File: config.mk
export PLATFORM = sky130hd
export DESIGN_NAME = fifo_stream_reader
export DESIGN_NICKNAME = d
export VERILOG_FILES = /design/src/rtl/fifo_stream_reader.sv
export SDC_FILE = /design/constraint.sdc
export NUM_CORES = 1
export LEC_CHECK = 0
export ABC_AREA = 1
export CAP_MARGIN = 20
export CORE_UTILIZATION = 51
export CTS_BUF_LIST = sky130_fd_sc_hd__clkbuf_4 sky130_fd_sc_hd__clkbuf_8 sky130_fd_sc_hd__clkbuf_16
export DETAILED_ROUTE_END_ITERATION = 6
export PLACE_DENSITY_LB_ADDON = 0.08
export SLEW_MARGIN = 5
export SYNTH_ARGS = -nofsm -noshare
export SYNTH_HDL_FRONTEND = slang
export SYNTH_SLANG_ARGS = --single-unit
File: constraint.sdc
create_clock -name clk -period 2.45 [get_ports clk]
set_clock_uncertainty 0.15 [all_clocks]
set_input_delay 0.3675 -clock clk [delete_from_list [all_inputs] [get_ports clk]]
set_output_delay 0.3675 -clock clk [all_outputs]
set_load 0.05 [all_outputs]
File: src/rtl/fifo_stream_reader.sv
// rtl/fifo_stream_reader.sv - read-side FIFO controller presenting fixed-length bursts on a valid/ready stream
//
// Pops words from a synchronous FIFO (one-cycle read latency) and delivers
// them on a valid/ready stream in bursts of BURST_LEN beats with a last marker.
//
// Ports:
//   clk, reset         clock, asynchronous active-high reset
//   enable             permits a new burst to start (checked at burst boundaries)
//   fifo_empty         FIFO empty flag
//   fifo_data_out      FIFO read data, valid the cycle after a pop
//   fifo_read_en       FIFO pop request
//   m_data/m_valid     stream beat
//   m_ready            consumer accepts the beat
//   m_last             final beat of a burst
//   word_count         total beats delivered, wraps at 2^16
//   busy               controller is not idle

`timescale 1ns/1ps

module fifo_stream_reader #(
    parameter int WIDTH     = 8,
    parameter int BURST_LEN = 4
) (
    input  logic             clk,
    input  logic             reset,
    input  logic             enable,
    input  logic             fifo_empty,
    input  logic [WIDTH-1:0] fifo_data_out,
    output logic             fifo_read_en,
    output logic [WIDTH-1:0] m_data,
    output logic             m_valid,
    input  logic             m_ready,
    output logic             m_last,
    output logic [15:0]      word_count,
    output logic             busy
);

    localparam int CW = (BURST_LEN > 1) ? $clog2(BURST_LEN) : 1;
    localparam logic [CW-1:0] LAST_IDX = CW'(BURST_LEN - 1);

    typedef enum logic [1:0] {
        IDLE  = 2'd0,
        BURST = 2'd1,
        DRAIN = 2'd2
    } state_t;

    state_t            state_q, state_d;
    logic [1:0]        occ_q, occ_d;
    logic              inflight_q, inflight_d;
    logic [CW-1:0]     issued_q, issued_d;
    logic [CW-1:0]     beat_q, beat_d;
    logic [15:0]       word_count_q, word_count_d;
    logic [WIDTH-1:0]  buf0_q, buf0_d;   // head of the output buffer
    logic [WIDTH-1:0]  buf1_q, buf1_d;

    logic              stream_pop;
    logic              fifo_pop;
    logic [2:0]        pending;

    always_comb begin
        stream_pop = (occ_q != 2'd0) && m_ready;
        pending    = {1'b0, occ_q} + {2'b00, inflight_q};
        // Words already held or on their way, minus the one leaving now, must
        // leave room in the 2-entry buffer for the word this pop would return.
        fifo_pop   = (state_q == BURST) && !fifo_empty &&
                     (pending < (3'd2 + {2'b00, stream_pop}));

        state_d      = state_q;
        issued_d     = issued_q;
        inflight_d   = fifo_pop;
        occ_d        = occ_q;
        buf0_d       = buf0_q;
        buf1_d       = buf1_q;
        beat_d       = beat_q;
        word_count_d = word_count_q;

        case (state_q)
            IDLE: begin
                if (enable && !fifo_empty) begin
                    state_d  = BURST;
                    issued_d = '0;
                end
            end
            BURST: begin
                if (fifo_pop) begin
                    if (issued_q == LAST_IDX) begin
                        issued_d = '0;
                        if (!enable) begin
                            state_d = DRAIN;
                        end
                    end else begin
                        issued_d = issued_q + CW'(1);
                    end
                end
            end
            DRAIN: begin
                if ((occ_q == 2'd0) && !inflight_q) begin
                    state_d = IDLE;
                end
            end
            default: state_d = IDLE;
        endcase

        // A word is only ever in flight when the buffer has room for it, so
        // capture never sees occ == 2.
        case ({inflight_q, stream_pop})
            2'b10: begin
                if (occ_q == 2'd0) begin
                    buf0_d = fifo_data_out;
                end else begin
                    buf1_d = fifo_data_out;
                end
                occ_d = occ_q + 2'd1;
            end
            2'b01: begin
                buf0_d = buf1_q;
                occ_d  = occ_q - 2'd1;
            end
            2'b11: begin
                if (occ_q == 2'd1) begin
                    buf0_d = fifo_data_out;
                end else begin
                    buf0_d = buf1_q;
                    buf1_d = fifo_data_out;
                end
            end
            default: ;
        endcase

        if (stream_pop) begin
            word_count_d = word_count_q + 16'd1;
            beat_d       = (beat_q == LAST_IDX) ? '0 : beat_q + CW'(1);
        end
    end

    always_ff @(posedge clk or posedge reset) begin
        if (reset) begin
            state_q      <= IDLE;
            occ_q        <= 2'd0;
            inflight_q   <= 1'b0;
            issued_q     <= '0;
            beat_q       <= '0;
            word_count_q <= 16'd0;
            buf0_q       <= '0;
            buf1_q       <= '0;
        end else begin
            state_q      <= state_d;
            occ_q        <= occ_d;
            inflight_q   <= inflight_d;
            issued_q     <= issued_d;
            beat_q       <= beat_d;
            word_count_q <= word_count_d;
            buf0_q       <= buf0_d;
            buf1_q       <= buf1_d;
        end
    end

    assign fifo_read_en = fifo_pop;
    assign m_valid      = (occ_q != 2'd0);
    assign m_data       = buf0_q;
    assign m_last       = m_valid && (beat_q == LAST_IDX);
    assign word_count   = word_count_q;
    assign busy         = (state_q != IDLE);

endmodule
# Word level (Yosys, flattened, before mapping)
# Index checks and enable logic that the tools add are counted.
dict set report word_totals {
  reg_bits 41
  out_inout_bits 28
}
dict set report op_classes {
  mux 18
  n_lt_le_gt_ge 1
  eq_ne 16
  reduce_logical 20
  add_sub_neg 7
}
# operator count
set ops {}
lappend ops {{$mux W8} 4}
lappend ops {{$pmux W8 S3} 1}
lappend ops {{$mux W2} 9}
lappend ops {{$add A16 B1 Y16 const B} 1}
lappend ops {{$pmux W8 S2} 1}
lappend ops {{$ne A2 B2 Y1 const B} 7}
lappend ops {{$eq A2 B2 Y1 const B} 5}
lappend ops {{$reduce_bool A2 Y1} 5}
lappend ops {{$pmux W2 S2} 2}
lappend ops {{$add A2 B1 Y2 const B} 3}
lappend ops {{$eq A2 B1 Y1 const B} 3}
lappend ops {{$logic_and A1 B1 Y1} 6}
lappend ops {{$pmux W2 S3} 1}
lappend ops {{$reduce_and A3 Y1} 2}
lappend ops {{$reduce_and A5 Y1} 1}
lappend ops {{$logic_not A2 Y1} 2}
lappend ops {{$add A2 B1 Y3} 1}
lappend ops {{$add A2 B1 Y3 const A} 1}
lappend ops {{$lt A3 B3 Y1} 1}
lappend ops {{$reduce_bool A3 Y1} 1}
lappend ops {{$logic_not A1 Y1} 2}
lappend ops {{$ne A2 B1 Y1 const B} 1}
lappend ops {{$reduce_and A2 Y1} 1}
lappend ops {{$sub A2 B1 Y2 const B} 1}

# Logic depth before layout (Yosys ltp)
dict set report depth {
  word_depth 7
  ltp_mapped 12
  mapped_depth_nobuf 11
}

# Worst setup path after synthesis
# No wires, ideal clock.
dict set report synth_timing {
  path_kind {register -> register}
  start {register occ_q[0]}
  end {register buf0_q[0] (netlist: m_data[0])}
  n_path_buf 0
  arrival_time_ps 1958
  synth_period_minus_slack_ps 2226
  path_stages_with_launch 12
  slack_ps 224
  cell_sequence {dfrtp_1 -> inv_1 -> ha_1 -> inv_4 -> nand2_8 -> inv_1 -> ha_1 -> inv_1 -> o21ai_1 -> o22ai_1 -> nand2_1 -> nand2_1}
}
dict set report synth_via {
  elab_chain_len 5
  word_cells_on_any_way 12
  classes_between {eq/ne: 5; mux: 2; reduce/logical: 5}
}
# element line_no
set synth_lines {}
lappend synth_lines {{start, declared} 48} ;# logic [1:0] occ_q, occ_d;
lappend synth_lines {{start signal, assigned} 139} ;# occ_q <= 2'd0;
lappend synth_lines {{start signal, assigned} 148} ;# occ_q <= occ_d;
lappend synth_lines {{$reduce_bool A2 Y1 *} -}
lappend synth_lines {{via m_valid} 31} ;# output logic m_valid,
lappend synth_lines {{$logic_and A1 B1 Y1 *} 61} ;# stream_pop = (occ_q != 2'd0) && m_ready;
lappend synth_lines {{via stream_pop} 56} ;# logic stream_pop;
lappend synth_lines {{$eq A2 B2 Y1 / $eq A2 B1 Y1 (equally long branches)} 106} ;# case ({inflight_q, stream_pop})
lappend synth_lines {{$ne A2 B2 Y1 (no line) / $reduce_bool A3 Y1 (equally long branches)} -}
lappend synth_lines {{$reduce_and A2 Y1 (no line)} -}
lappend synth_lines {{end signal, assigned} 153} ;# buf0_q <= buf0_d;
lappend synth_lines {{end, declared} 53} ;# logic [WIDTH-1:0] buf0_q, buf0_d;
# Mark *: on every way through the listed nets, which the timed path passes. The rest lies on a longest branch.
# A chain may end at the register's enable or synchronous reset.

# Worst setup path after layout
dict set report layout_timing {
  start {register occ_q[0]}
  end {output fifo_read_en}
}
dict set report layout_via {
  elab_chain_len 5
  word_cells_on_any_way 6
  classes_between {add/sub: 2; order compare: 1; reduce/logical: 3}
}
# element line_no
set layout_lines {}
lappend layout_lines {{$reduce_bool A2 Y1} 61}
lappend layout_lines {{$logic_and A1 B1 Y1} 61}
lappend layout_lines {{$add A2 B1 Y3} 66} ;# (pending < (3'd2 + {2'b00, stream_pop}));
lappend layout_lines {{$lt A3 B3 Y1 *} 66}
lappend layout_lines {{$logic_and A1 B1 Y1 *} 65} ;# fifo_pop = (state_q == BURST) && !fifo_empty &&
lappend layout_lines {{end, declared} 29} ;# output logic fifo_read_en,
# Mark *: on every way between the ends. The rest lies on a longest branch, timed or not.

==> Flow_metrics.wiki <==
{| class="wikitable"
! Metric !! Value
|-
| Post-synthesis adder-cell area fraction || under 10%
|-
| Synthesized net count || 267
|-
| Number of antenna violations at the first check in global routing || 0
|-
| Source of the critical timing path || occ_q[0]
|-
| Reg2Reg Capture Point || buf1_q[5]
|-
| Cell Rows || 22
|-
| Root buffer cell || clkbuf_8
|-
| Post-placement worst setup slack || between 0.15 and 0.2 ns
|-
| Detailed-routing iteration count for the pre-antenna-repair pass || 4
|-
| Dominant combinational cell family by area after synthesis || simple AND/OR/NAND/NOR gates
|-
| Most frequent cells in the layout || nand2_1, inv_1, dfrtp_1
|-
| Synthesized-area fraction occupied by xor and xnor cells || 5.407%
|-
| Most common cell after layout, fill and taps aside || nand2_1
|-
| R2R Path Start || occ_q[0]
|-
| Drt total wl || 3948 um
|-
| Core outline area || 0.003799 mm^2
|-
| Count of vias placed by the detailed router || between 1500 and 2000
|-
| Area Overhead vs Synth || 27.99%
|-
| Sequential fraction of the synthesis area || between 40% and 50%
|-
| Fraction of final layout cells sized beyond drive strength 1 || 9.492%
|-
| Class of the worst hold path || reg2reg
|-
| Crit Path Class || reg2out
|-
| Hold Violations, Final || 0
|-
| Syn Area/Cell || 8.630 um^2
|-
| Clock period minus worst slack || 2.338 ns
|-
| Worst setup EP type || output pin
|-
| Area fraction in and, or, nand and nor cells after synthesis || 23.35%
|-
| Top achievable clock speed || 427.7 MHz
|-
| Gate count of the mapped netlist || 244
|-
| I/O pin cnt || 41
|-
| Number of max-cap violations || 0
|-
| RSZ-0062 raised after global routing || false
|-
| Util after Layout || 70.95%
|-
| WHS Path Cells || 2
|-
| Number of global-route vias before repair || 1603
|-
| Clock insertion delay at the later pin of the skew report || 0.29 ns
|-
| Hold Path End || m_data[3]
|-
| Pwr/cell area || ~1300 mW/mm^2
|-
| Final antenna-violating net count || 0
|-
| Worst Reg-to-Reg Cells || 10
|-
| Die Width || between 60 and 70 um
|-
| Clock transition at the registers of the reported paths || 0.07 ns
|-
| Period utilization || 95.43%
|-
| CP startpoint kind || flop
|-
| Number of flip-flops and latches in the synthesized netlist || 41
|-
| Distinct cell type count of the synthesized netlist || 27
|-
| Library cell with the largest summed area after synthesis || dfrtp_1
|-
| Cell area after synthesis || 0.002106 mm^2
|-
| Total of endpoints with negative setup slack in the final report || 0
|-
| # diodes || 0
|-
| Critical path arrival || 1.82 ns
|-
| Required time of the worst setup path || ~1.9 ns
|-
| Number of post-CTS setup repair buffers || 0
|-
| Worst hold path startpoint || m_data[3]
|-
| Max H-tree Level || 2
|-
| First-pass GRT wire length || about 6900 um
|-
| Slew Limit Fails || 0
|-
| Total congestion overflow after global routing || 0
|-
| Full die area || 0.004390 mm^2
|-
| CTS sink count || 41
|-
| Largest fanout on the critical path || 9
|-
| Routability Congestion || 0.7987
|-
| Initial core utilization || a little under three fifths
|-
| Count of synthesis-stage warnings from yosys || 0
|-
| Wirelength per Cell || 11.51 um
|-
| Overall die height || 66.26 um
|-
| Number of buffers created by CTS || 5
|-
| Max_slew headroom || 63.42%
|-
| DRC Markers || 0
|-
| Synthesized-area fraction occupied by ao, oa, aoi and oai cells || under 10%
|-
| Minimum setup slack among reg-to-reg paths || 0.23 ns
|-
| Half-perimeter wire length after detailed placement || just under 3000 um
|-
| Transition time at the pin with the least slew margin || around 0.55 ns
|-
| Slack of the critical path || 0.1120 ns
|-
| Portion of synthesized cell area occupied by the leading cell type || 48.72%
|-
| Most area-consuming cells after synthesis || dfrtp_1, nand2_1, inv_1
|-
| Setup_tns || 0 ns
|-
| Largest net degree at the start of global routing || 42
|-
| Maximum root-to-sink buffer count || 2
|-
| Proportion of synthesized area in mux cells || 0%
|-
| TritonCTS clock tree || built
|-
| Iteration-0 DRC Markers || ~120
|-
| Overall power consumption || 3.454 mW
|-
| Peak ir drop on the vdd network || 1.001 mV
|-
| Static leakage || 1.409 nW
|-
| Result of the run || complete, no violations
|-
| Buffers added on ports || 40
|-
| Combined global-route utilization of all metal layers || 20.89%
|-
| Final nets || 317
|-
| Per-cell via count in the routed design || 4.886
|}
## state kept, by name, indices dropped and copies added, names as in the netlist
name        cells
issued_q        2
m_data          8
inflight_q      1
word_count     16
buf1_q          8
state_q         2
beat_q          2
occ_q           2
## repair_timing
item | in CTS | in global routing
hold endpoints to repair | 0 | 0
gates resized for setup | 0 | 1
endpoints found under the setup margin | 0 | 1
hold buffers | 0 | 0
## worst max-delay path by stage
stage,end,slack (ns),cells after the start
floorplan,m_data[0],0.22,11
CTS,fifo_read_en,0.02,8
global placement,buf1_q[5],0.25,8
detailed placement,buf1_q[5],0.15,8
global route,fifo_read_en,0.006,8
finish,fifo_read_en,0.11,8
## Yosys cell counts (all sizes together)
cell	number
a21oi	2
buf	1
dfrtp	41
ha	10
inv	44
nand2	73
nand3	8
nand3b	1
nand4	4
nor2	16
nor3	4
o21a	1
o21ai	16
o21bai	2
o22ai	8
xnor2	5
xor2	8
## area by class of cell
| type | instances | area, um^2 |
|---|---|---|
| timing repair buffer | 44 | 435.4 |
| tap | 48 | 60.06 |
| fill | 325 | 1104 |
| clock buffer | 7 | 96.34 |
| multi-input combinational | 158 | 904.6 |
| clock inverter | 1 | 5.005 |
| inverter | 44 | 167.7 |
| sequential | 41 | 1026 |
## logic make-up after synthesis
kind of cell / after synthesis
buf+inv: 45
flops: 41
fa+ha+maj: 10
simple gates: 106
xor+xnor: 13
compound gates: 29
## critical path: stages, from the launching register on
cell and delay [ns]:
dfrtp_1 0.43, inv_1 0.06, ha_1 0.27, inv_4 0.14, nand2_8 0.10, o21ai_2 0.12, nand2_1 0.13, inv_2 0.14
buf_12 0.14
## metal layers
layer	wire (um)	global-route usage (%)	vias to the layer above
li1	-	-	855
met4	34	5.053	0
met5	0	0	-
met3	181	6.724	5
met2	1765	33.29	35
met1	1967	27.45	781
## power by group
part	switching (mW)	internal [mW]	total, mW
logic	1.20	0.659	1.86
registers	0.187	0.926	1.11
clock network	0.228	0.255	0.482
## metrics by stage
step / instance area [um^2] / cells / hold WS, ns
floorplan: 2106 / 244 / 0.3028
global placement: 2594 / 335 / 0.3146
detailed placement: 2594 / 335 / 0.3183
CTS: 2695 / 343 / 0.3343
global route: 2695 / 343 / 0.3665
finish: 2695 / 343 / 0.3342
Note: power is estimated with default switching activity, not from simulation.
==> patch, RTL diff (same flow settings) <==
Take the reset off `buf0_q` and load it in a clocked block of its own.
--- a/src/rtl/fifo_stream_reader.sv
+++ b/src/rtl/fifo_stream_reader.sv
@@ -142,5 +142,4 @@
             beat_q       <= '0;
             word_count_q <= 16'd0;
-            buf0_q       <= '0;
             buf1_q       <= '0;
         end else begin
@@ -151,7 +150,10 @@
             beat_q       <= beat_d;
             word_count_q <= word_count_d;
-            buf0_q       <= buf0_d;
             buf1_q       <= buf1_d;
         end
+    end
+
+    always_ff @(posedge clk) begin
+        buf0_q <= buf0_d;
     end
 
Function: differs if reset is asserted again (counterexample within 4 cycles, from zero or initial values and one cycle with reset high); with reset held inactive, the same outputs for 10 cycles.
==> patch against the unedited design <==
Area after synthesis down 2.5%; sequential cell count is the same; total power decreased by 2.4%; setup slack improved by 0.027 ns; routed wire length shrank 4.5%; design area shrank 0.70%; register-to-register slack gained 0.08 ns; utilization about the same.
==> patch: results (changes against the unedited design) <==
| Metric | Value |
|---|---|
| Hold Fails Final Rpt | 0 (unchanged) |
| Clock-pin transition on the worst setup and hold timing paths | 0.07 ns (about the same) |
| Leak | 1.40 nW (was 1.41 nW) |
| Netlist cell types | 28 (was 27) |
| Reg2Reg Setup Slack | 0.31 ns (was 0.23 ns) |
| CP top delay family | buffers and inverters (unchanged) |
| Post-synthesis sequential area ratio | 51.9% (was 48.7%) |
| Ratio of cells with drive above 1 in the final layout | 13.2% (was 9.49%) |
| WP data arrival | 1.79 ns (was 1.82 ns) |
| Worst reg2reg endpoint | m_data[1] (was buf1_q[5]) |
| Syn nets | 240 (was 267) |
| EDFF count, synth | 8 (was 0) |
| Antenna diode count | 0 (unchanged) |
| Largest net degree at the start of global routing | 34 (was 42) |
| Routed WL per cell | 11.7 microns (was 11.5 microns) |
| R2R depth | 9 (was 10) |
| Worst-Skew Late Latency | 0.29 ns (about the same) |
| Vias in the first global route | 1,447 (was 1,603) |
| Final HPWL DP | 2750 microns (was 2930 microns) |
| Slowest cell delay on critical path | 0.38 ns (was 0.43 ns) |
| GPL Wtd Cong | 0.875 (was 0.799) |
| Port Buffers | 40 (unchanged) |
| CP Max Fanout | 7 (was 9) |
| R2R Path Start | occ_q[1] (was occ_q[0]) |
| Slowest cell on the critical path | dfrtp_1 (unchanged) |
| Synth cell count leaders | 47 x nand2_1, 41 x inv_1, 33 x dfrtp_1, 13 x o21ai_0, 10 x ha_1 (was 71 x nand2_1, 42 x inv_1, 41 x dfrtp_1, 12 x nor2_1, 12 x o21ai_0) |
| DR iter-0 viols | 59 (was 119) |
| Most used DFF post-synth | dfrtp_1 (unchanged) |
| Outcome | finished clean (unchanged) |
| Vias per cell | 4.74 (was 4.89) |
| Initial antenna violation count | 0 (unchanged) |
| First-pass GRT wire length | 6470 microns (was 6870 microns) |
| GRT Total Usage | 20.6% (was 20.9%) |
| Post-Synth Adder-Cell Area | 6.09% (was 5.94%) |
| XOR/XNOR Fraction of Synth Area | 5.91% (was 5.41%) |
| Synth Area in Compound Gates | 7.92% (was 8.26%) |
| Asr flop ratio synth | 80.5% (was 100%) |
| Dominant cells by area after synthesis | dfrtp_1 40%, edfxtp_1 12%, nand2_1 8.6%, inv_1 7.5%, ha_1 6.1% (was dfrtp_1 49%, nand2_1 13%, inv_1 7.5%, ha_1 5.9%, xor2_1 3.3%) |
| Number of flip-flops under the largest register name | 16 (unchanged) |
| Worst VDD drop | 0.000783 V (was 0.00100 V) |
| Num CTS Buffers | 5 (unchanged) |
| CTS HTree Levels | 2 (unchanged) |
| Layout Nets | 295 (was 317) |
| Synth warn | 0 (unchanged) |
| CTS max path bufs | 2 (unchanged) |
| TritonRoute pass-1 iters | 4 (unchanged) |
| Hold Crit Class | in2async (was reg2reg) |
| Mux contribution to synthesized area | 0% (unchanged) |
| Root buf cell | clkbuf_8 (unchanged) |
| Worst-margin pin slew | 0.506 ns (was 0.549 ns) |
==> patch: worst reg2reg max path: stages, from the launching register on <==
cell     delay (ns)
dfrtp_1        0.38
inv_1          0.07
ha_1           0.23
inv_2          0.11
nand2_4        0.05
inv_1          0.11
ha_1           0.26
a21oi_2        0.09
a21oi_2        0.30
o22ai_1        0.13
==> patch: metrics by stage <==
stage	cell area [sq um]	setup WS (ns)	power (mW)	instances	hold WS [ns]
after floorplan	2060	0.106	2.35	217	0.303
after global placement	2560	0.220	2.86	310	0.319
after detailed placement	2560	0.154	2.90	310	0.324
after CTS	2660	0.0344	3.37	319	0.339
after global routing	2680	0.0290	3.61	321	0.357
final	2680	0.139	3.37	321	0.323
==> patch: layout make-up <==
cell class / count / area [sq um]
sequential: 41 / 1070
timing repair buffer: 49 / 473
fill: 317 / 1090
inverter: 42 / 158
tap: 48 / 60.1
multi-input combinational: 133 / 828
clock buffer: 8 / 91.3
==> patch: routing by layer <==
metal / GRT usage [%] / part of all wire [%] / up-vias
met4: 8.15 / 0.77 / 0
met3: 5.73 / 4.1 / 2
met5: 0 / 0 / -
met2: 32.7 / 46 / 35
met1: 26.4 / 49 / 691
li1: - / - / 792
==> patch: power by group <==
part / internal (mW) / leakage, nW / total, mW / switching, mW
sequential: 0.978 / 0.484 / 1.14 / 0.159
clock: 0.236 / 0.0498 / 0.453 / 0.217
combinational: 0.655 / 0.863 / 1.78 / 1.13
total: 1.87 / 1.40 / 3.37 / 1.50
==> patch: kinds of logic (layout without fill, tap and decap cells) <==
group                      count (synthesis)  count (layout)
and+or+nand+nor                           82              82
buffers and inverters                     43              99
DFF                                       41              41
AOI/OAI and AO/OA                         28              28
xor gates and xnor gates                  13              13
adders and majority gates                 10              10
==> patch: worst max-delay path by stage <==
stage                   endpoint  startpoint
floorplan              m_data[0]    occ_q[0]
global placement       m_data[5]     m_ready
detailed placement     m_data[1]     m_ready
CTS                 fifo_read_en    occ_q[1]
global route        fifo_read_en    occ_q[1]
finish              fifo_read_en    occ_q[1]
==> patch: what timing repair did <==
item,CTS,global route
pin swaps,0,0
resized for setup,0,1
setup endpoints to repair,1,1
buffers inserted,1,2
endpoints found under the hold margin,0,0
